$ cat src/rtl/serial_parity_framer_pkg.sv
// rtl/serial_parity_framer_pkg.sv - shared types and helpers for the serial parity framer
//
// Purpose: FSM state type, parity mode constants and the bit-counter width helper.
package parity_pkg;

  typedef enum logic {
    S_DATA  = 1'b0,
    S_CHECK = 1'b1
  } state_t;

  localparam logic PAR_EVEN = 1'b0;
  localparam logic PAR_ODD  = 1'b1;

  // Counter must hold 0..DATA_W; width is clog2(DATA_W+1), never below 1.
  function automatic int cnt_width(input int data_w);
    return $clog2(data_w + 1);
  endfunction

endpackage

$ cat src/rtl/serial_parity_framer_if.sv
// rtl/serial_parity_framer_if.sv - bit-serial input and frame result bundle
//
// Purpose: groups the framer's serial input, mode controls and frame results.
// Ports (as interface signals):
//   bit_in, bit_valid     serial data bit and its qualifier
//   odd_mode, check_en    per-frame mode controls, latched at bit 0
//   err_clr               synchronous clear of err_count
//   parity_out            parity of the last completed frame
//   frame_done            one-cycle frame completion pulse
//   parity_err            one-cycle check mismatch pulse
//   err_count             saturating mismatch count
//   busy                  frame in progress
// master drives the serial side; slave is the framer.
interface serial_parity_framer_if #(
  parameter int CNT_W = 4
);
  logic             bit_in;
  logic             bit_valid;
  logic             odd_mode;
  logic             check_en;
  logic             err_clr;
  logic             parity_out;
  logic             frame_done;
  logic             parity_err;
  logic [CNT_W-1:0] err_count;
  logic             busy;

  modport master (
    output bit_in, bit_valid, odd_mode, check_en, err_clr,
    input  parity_out, frame_done, parity_err, err_count, busy
  );

  modport slave (
    input  bit_in, bit_valid, odd_mode, check_en, err_clr,
    output parity_out, frame_done, parity_err, err_count, busy
  );
endinterface

$ cat src/rtl/serial_parity_framer_sat_counter.sv
// rtl/serial_parity_framer_sat_counter.sv - saturating up counter with priority clear
//
// Purpose: counts inc pulses, holding at all-ones; clr beats inc on the same edge.
// Ports:
//   clk    rising-edge clock
//   reset  synchronous active-high reset
//   inc    increment request
//   clr    synchronous clear, priority over inc
//   count  current count
module sat_counter #(
  parameter int CNT_W = 4
) (
  input  logic             clk,
  input  logic             reset,
  input  logic             inc,
  input  logic             clr,
  output logic [CNT_W-1:0] count
);

  always_ff @(posedge clk) begin
    if (reset) begin
      count <= '0;
    end else if (clr) begin
      count <= '0;
    end else if (inc && (count != '1)) begin
      count <= count + 1'b1;
    end
  end

endmodule

$ cat src/rtl/serial_parity_framer.sv
// rtl/serial_parity_framer.sv - bit-serial parity generator/checker with error count
//
// Purpose: groups accepted bits into DATA_W-bit frames, produces even/odd parity
// per frame and, in check mode, compares a trailing received parity bit.
// Ports:
//   clk    rising-edge clock
//   reset  synchronous active-high reset
//   bus    serial_parity_framer_if slave (serial input, controls, frame results)
module serial_parity_framer
  import parity_pkg::*;
#(
  parameter int DATA_W = 8,
  parameter int CNT_W  = 4
) (
  input logic                  clk,
  input logic                  reset,
  serial_parity_framer_if.slave bus
);

  localparam int            CW   = cnt_width(DATA_W);
  localparam logic [CW-1:0] LAST = CW'(DATA_W - 1);

  state_t        state, state_n;
  logic [CW-1:0] cnt, cnt_n;
  logic          par, par_n;
  logic          odd_l, odd_l_n;
  logic          chk_l, chk_l_n;
  logic          exp_par, exp_par_n;
  logic          par_out, par_out_n;
  logic          done, done_n;
  logic          perr, perr_n;

  logic          first;
  logic          odd_eff;
  logic          chk_eff;
  logic          par_acc;
  logic          e_par;

  always_ff @(posedge clk) begin
    if (reset) begin
      state   <= S_DATA;
      cnt     <= '0;
      par     <= 1'b0;
      odd_l   <= PAR_EVEN;
      chk_l   <= 1'b0;
      exp_par <= 1'b0;
      par_out <= 1'b0;
      done    <= 1'b0;
      perr    <= 1'b0;
    end else begin
      state   <= state_n;
      cnt     <= cnt_n;
      par     <= par_n;
      odd_l   <= odd_l_n;
      chk_l   <= chk_l_n;
      exp_par <= exp_par_n;
      par_out <= par_out_n;
      done    <= done_n;
      perr    <= perr_n;
    end
  end

  always_comb begin
    state_n   = state;
    cnt_n     = cnt;
    par_n     = par;
    odd_l_n   = odd_l;
    chk_l_n   = chk_l;
    exp_par_n = exp_par;
    par_out_n = par_out;
    done_n    = 1'b0;
    perr_n    = 1'b0;

    // On bit 0 the latched modes are not yet valid, so use the live inputs;
    // this also covers DATA_W=1 where the first bit is also the last.
    first   = (cnt == '0);
    odd_eff = first ? bus.odd_mode : odd_l;
    chk_eff = first ? bus.check_en : chk_l;
    par_acc = par ^ bus.bit_in;
    e_par   = par_acc ^ odd_eff;

    if (bus.bit_valid) begin
      case (state)
        S_DATA: begin
          if (first) begin
            odd_l_n = bus.odd_mode;
            chk_l_n = bus.check_en;
          end
          if (cnt == LAST) begin
            cnt_n = '0;
            par_n = 1'b0;
            if (chk_eff) begin
              exp_par_n = e_par;
              state_n   = S_CHECK;
            end else begin
              par_out_n = e_par;
              done_n    = 1'b1;
            end
          end else begin
            cnt_n = cnt + 1'b1;
            par_n = par_acc;
          end
        end
        S_CHECK: begin
          par_out_n = exp_par;
          done_n    = 1'b1;
          perr_n    = (bus.bit_in != exp_par);
          state_n   = S_DATA;
        end
        default: state_n = S_DATA;
      endcase
    end
  end

  assign bus.parity_out = par_out;
  assign bus.frame_done = done;
  assign bus.parity_err = perr;
  assign bus.busy       = (cnt != '0) || (state == S_CHECK);

  // Increment on the same edge that registers parity_err.
  sat_counter #(
    .CNT_W(CNT_W)
  ) u_err_cnt (
    .clk  (clk),
    .reset(reset),
    .inc  (perr_n),
    .clr  (bus.err_clr),
    .count(bus.err_count)
  );

endmodule

$ cat src/flat_wrapper.sv
// flat-port wrapper written by rule: the top's interface ports become plain ports
module serial_parity_framer_flat import parity_pkg::*;
#(
  parameter int DATA_W = 8,
  parameter int CNT_W  = 4
)
  (clk, reset, bus_bit_in, bus_bit_valid, bus_odd_mode, bus_check_en, bus_err_clr, bus_parity_out, bus_frame_done, bus_parity_err, bus_err_count, bus_busy);
  serial_parity_framer_if #(.CNT_W(CNT_W)) bus_i ();
  input logic clk;
  input logic reset;
  input wire logic [$bits(bus_i.bit_in)-1:0] bus_bit_in;
  input wire logic [$bits(bus_i.bit_valid)-1:0] bus_bit_valid;
  input wire logic [$bits(bus_i.odd_mode)-1:0] bus_odd_mode;
  input wire logic [$bits(bus_i.check_en)-1:0] bus_check_en;
  input wire logic [$bits(bus_i.err_clr)-1:0] bus_err_clr;
  output wire logic [$bits(bus_i.parity_out)-1:0] bus_parity_out;
  output wire logic [$bits(bus_i.frame_done)-1:0] bus_frame_done;
  output wire logic [$bits(bus_i.parity_err)-1:0] bus_parity_err;
  output wire logic [$bits(bus_i.err_count)-1:0] bus_err_count;
  output wire logic [$bits(bus_i.busy)-1:0] bus_busy;
  assign bus_i.bit_in = bus_bit_in;
  assign bus_i.bit_valid = bus_bit_valid;
  assign bus_i.odd_mode = bus_odd_mode;
  assign bus_i.check_en = bus_check_en;
  assign bus_i.err_clr = bus_err_clr;
  assign bus_parity_out = bus_i.parity_out;
  assign bus_frame_done = bus_i.frame_done;
  assign bus_parity_err = bus_i.parity_err;
  assign bus_err_count = bus_i.err_count;
  assign bus_busy = bus_i.busy;
  serial_parity_framer #(.DATA_W(DATA_W), .CNT_W(CNT_W)) u_core (.clk(clk), .reset(reset), .bus(bus_i));
endmodule
$ cat config.mk
export PLATFORM = sky130hd
export DESIGN_NAME = serial_parity_framer_flat
export DESIGN_NICKNAME = d
export VERILOG_FILES = /design/src/rtl/serial_parity_framer_pkg.sv /design/src/rtl/serial_parity_framer_if.sv /design/src/rtl/serial_parity_framer_sat_counter.sv /design/src/rtl/serial_parity_framer.sv /design/src/flat_wrapper.sv
export SDC_FILE = /design/constraint.sdc
export NUM_CORES = 1
export LEC_CHECK = 0
export CORE_MARGIN = 2
export CORE_UTILIZATION = 45
export CTS_BUF_LIST = sky130_fd_sc_hd__clkbuf_8
export DETAILED_ROUTE_END_ITERATION = 16
export HOLD_SLACK_MARGIN = 0.06
export MAX_ROUTING_LAYER = met4
export PLACE_DENSITY = 0.73
export SYNTH_ARGS = -nofsm -noshare
export SYNTH_HDL_FRONTEND = slang
export SYNTH_SLANG_ARGS = --single-unit
$ cat constraint.sdc
create_clock -name clk -period 1.8 [get_ports clk]
set_input_delay 0.36 -clock clk [delete_from_list [all_inputs] [get_ports clk]]
set_output_delay 0.36 -clock clk [all_outputs]
set_load 0.005 [all_outputs]
-- After elaboration in Yosys (flattened, before gate mapping)
Cells that the tools add are included.
- reduce and logical (&&, ||, !) cells: 9
- equality and inequality tests: 5
- add/subtract/negate cells: 2
- bitwise gates (word level): 4
- muxes and demuxes: 15
- operator list (kind ; number):
    $mux W1 ; 11
    $add A4 B1 Y4 const B ; 2
    $pmux W1 S2 ; 3
    $eq A4 B3 Y1 const B ; 1
    $logic_not A4 Y1 ; 1
    $mux W4 ; 1
    $ne A4 B4 Y1 const B ; 1
    $reduce_and A4 Y1 ; 1
    $reduce_bool A4 Y1 ; 1
    $reduce_or A2 Y1 ; 2
    $reduce_and A3 Y1 ; 1
    $ne A2 B1 Y1 const B ; 1
    $ne A2 B2 Y1 const B ; 1
    $not A1 Y1 ; 2
    $reduce_and A2 Y1 ; 1
    $xor A1 B1 Y1 ; 2
    $logic_and A1 B1 Y1 ; 1
    $logic_or A1 B1 Y1 ; 1
    $ne A1 B1 Y1 ; 1
- output and inout bits: 8
- input bits: 7
- word-level logic and storage cells: 45
- register bits: 16

-- Logic depth before layout (Yosys ltp)
- word-level depth: 6
- mapped depth: 6
- mapped depth without buffers: 6

-- By module
A second synthesis with hierarchy kept.
- cells, all modules: 88
- area, all modules: 773.2 µm²
- modules (own cells, without submodules) (module ; instances ; cells an instance ; area each (µm²) ; sequential area each (µm²)):
    serial_parity_framer ; 1 ; 66 ; 584.3 ; 240.2
    sat_counter ; 1 ; 22 ; 188.9 ; 80.1

-- Worst setup path before layout
No wires, ideal clock.
- kind: register to register
- start: register u_core.cnt[0]
- end: register u_core.par_out, in the netlist u_core.bus.parity_out
- setup time: 0.101 ns
- clock period less this slack: 1.417 ns
- buffers on the path: 0
- cell stages (with the launch flop): 7
- setup slack: 0.383 ns
- data arrival time: 1.316 ns
- data required time: 1.699 ns
- path through: dfxtp_1 -> inv_1 -> ha_1 -> nor3b_2 -> mux2i_1 -> xnor2_1 -> o41ai_1
- longest elaborated chain between the ends: 6
- elaborated cells between the ends (all ways): 11
- classes of those cells: 3 x eq/ne; 5 x mux; 1 x bitwise; 2 x reduce/logical
- ends and longest elaborated chain (item ; line ; RTL):
    start: declaration ; serial_parity_framer.sv:24 ; logic [CW-1:0] cnt, cnt_n;
    start signal: assignment ; serial_parity_framer.sv:52 ; cnt <= cnt_n;
    $logic_not A4 Y1 ; serial_parity_framer.sv:76 ; first = (cnt == '0);
    $mux W1 ; serial_parity_framer.sv:77 ; odd_eff = first ? bus.odd_mode : odd_l;
    $xor A1 B1 Y1 ; serial_parity_framer.sv:80 ; e_par = par_acc ^ odd_eff;
    $mux W1 ; serial_parity_framer.sv:92 ; if (chk_eff) begin
    $mux W1 ; serial_parity_framer.sv:89 ; if (cnt == LAST) begin
    $pmux W1 S2 ; serial_parity_framer.sv:83 ; case (state)
    end signal: assignment ; serial_parity_framer.sv:57 ; par_out <= par_out_n;
    end: declaration ; serial_parity_framer.sv:29 ; logic par_out, par_out_n;
Parallel ways exist; a longest one is shown, timed or not. The select of a mux whose other input is x is not followed.
A chain may end at the register's enable or synchronous reset.

-- Worst setup path in the final report
- start: register u_core.cnt[0]
- end: output bus_busy
- longest elaborated chain between the ends: 2
- ends and longest elaborated chain (item ; line ; RTL):
    $reduce_bool A4 Y1 ; serial_parity_framer.sv:118 ; assign bus.busy = (cnt != '0) || (state == S_CHECK);
    $logic_or A1 B1 Y1 ; serial_parity_framer.sv:118 ;
    end: declaration ; flat_wrapper.sv:20 ; output wire logic [$bits(bus_i.busy)-1:0] bus_busy;
Every way passes these cells.

==> results.cfg <==
[sta]
finalCriticalPeriod_ps = 1700
worst_slew_pin_slew_ps = 275
relSlewSlack = 0.814
hold_ws_ps = 458
rsz0062_at_grt = false
post-route-period-util = 0.943
maxClockFrequency_mhz = 589
fin_ws_ps = 103
slew_violations = 0
finalSetupTns_ps = 0
hold_viol_final = 0
skew_ps = 1.53
setup_viol = 0

[place]
portBuffers = 14
place_congestion = 0.785
place_ws_ps = -63.2
placed_cell_area_um2 = 937
hpwlAfterDp_um = 1050
dp.cells = 119

[routing]
wl_per_cell_um = 12.3
drt-initial-drc-count = 17
wirelength_um = 1500
drt_pass1_iterations = 4
ant_nets = 0
num_vias = 676
viasPerCell = 5.54
drc = 0

[clock_tree]
clk_path_buf_depth = 2
cts_resized = 2
numCtsBuffers = 3
clkSlewWorstSetupHoldPaths_ps = 60
cts_sinks = 16
clockRootBuffer = clkbuf_8
tritoncts = done
post-cts-setup-buffer-count = 0
htreeDepth = 1
insertion_delay_ps = 240
cts-hold-fix-buffers = 0

[synth]
yosysWarnings = 0
syn_inst = 87
synth_common_cells = dfxtp_1, nor2_1, a21oi_1
synth_top_area_cell = dfxtp_1
synth_top_family_by_area = simple AND/OR/NAND/NOR gates
synth_adder_area_share = 0.0498
yosysTopAreaCellShare = 0.425
synth.ff_latch_count = 16
netlist_area_um2 = 753
synth_edf_count = 0
syn_area_per_cell_um2 = 8.66
async_flop_share = 0
yosys.area_share.simple = 0.276
synth.distinct_cells = 30
synth_compound_area_frac = 0.118
ys_seq_area_frac = 0.425
synthMuxAreaShare = 0.0399
synthFlopType = dfxtp_1
synth_xor_area_frac = 0.0581
synthMostInstantiatedCell = dfxtp_1
synthesis.nets = 97
synth.area.top_cells = dfxtp_1, nor2_1, ha_1, a21oi_1, mux2i_1

[global_route]
grt_pass1_vias = 568
overflow = 0
grt_start_max_net_pins = 12
track_usage = 0.174
grt_antenna_before_repair = 0
grt_pass1_wl_um = 2410

[worst_setup_path]
crit_start = u_core.cnt[0]
crit_type = reg2out
worstSetupEndpointType = output port
r2r_setup_slack_ps = 200
cp-start-kind = flip-flop
cp.arrival_ps = 1340
crit_fanout = 3
reg2reg_depth = 7
timing.rr.start = u_core.cnt[0]
crit_required_ps = 1440

[final_layout]
seq_area_um2 = 322
multi_input_area_um2 = 414
num_antenna_cells = 0
syn_to_final_growth_pct = 30.7
instances_no_fill = 122
fin_util = 0.639
fin_area_um2 = 985
nFillCells = 143
drive_above_1_share = 0.104
finalNetCount = 118

[floorplan]
core_area_mm2 = 0.00154
initial_core_util = 0.489
rows = 14
dieArea_mm2 = 0.00202
io_pins = 15
die_h_um = 44.9
die_x_um = 44.9

[hold_path]
hold_path_depth = 2
min_from = u_core.odd_l
hold_path.class = reg2reg

[pwr]
power_density_mw_per_mm2 = 731
p_leak_nw = 0.406
irDropWorstVdd_mv = 0.438
finalPower_mw = 0.720

[outcome]
status = complete, no violations

[job]
maxCapViolations = 0
[critical path, cell delays in order (launching register included)]
cell	delay [ps]
dfxtp_2	330
inv_1	90
ha_1	150
nor3b_4	180
nand2b_1	80
dlygate4sd2_1	260
[cells by family after synthesis]
| logic type | count (synthesis) |
|---|---|
| AO/OA/AOI/OAI | 15 |
| XOR/XNOR | 5 |
| adder cells (fa/ha/maj) | 3 |
| buffers and inverters | 6 |
| flip-flops | 16 |
| multiplexers | 3 |
| AND/OR/NAND/NOR | 39 |
[path summary, 6_finish.rpt]
check | end
min reg2reg | u_core.odd_l
max | bus_busy
max reg2reg | u_core.bus.parity_out
min | u_core.odd_l
[registers in the layout, indices dropped and copies added, names as in the netlist]
| signal | cells |
|---|---|
| u_core.exp_par | 1 |
| u_core.bus.parity_err | 1 |
| u_core.bus.parity_out | 1 |
| u_core.state | 1 |
| u_core.cnt | 4 |
| u_core.u_err_cnt.count | 4 |
| u_core.par | 1 |
| u_core.chk_l | 1 |
| u_core.odd_l | 1 |
| u_core.bus.frame_done | 1 |
[final cells by class]
class                   instances  share of cell area
clock buffers                   3              0.0419
well taps                      16              0.0203
inverters                       3              0.0114
repair buffers                 19               0.179
flip-flops and latches         16               0.327
multi-input cells              65               0.421
[report_power, final]
part | internal [mW] | switching (mW)
Clock | 0.148 | 0.118
Sequential | 0.363 | 0.00572
Combinational | 0.0458 | 0.0396
Total | 0.557 | 0.163
[cell usage in the layout, fill, tap and decap left out, types with 3 or more instances in the layout]
cell type,netlist,layout
a21oi_1,7,7
ha_1,3,3
clkdlybuf4s50_1,0,13
nand3_1,5,5
nor2_1,11,11
mux2i_1,3,3
xor2_1,3,3
nand2_1,6,6
nor2b_1,4,4
clkbuf_8,0,3
o21ai_0,3,3
dfxtp_1,16,15
buf_4,0,5
inv_1,3,3
[metal layers]
layer / vias to the layer above / track usage / share of wire
met1: 311 / 0.239 / 0.49
met4: 0 / 0.106 / 0.013
met3: 2 / 0.0400 / 0.067
li1: 340 / - / -
met5: - / - / 0
met2: 23 / 0.229 / 0.43
No activity file was read; power rests on OpenSTA's default activity.
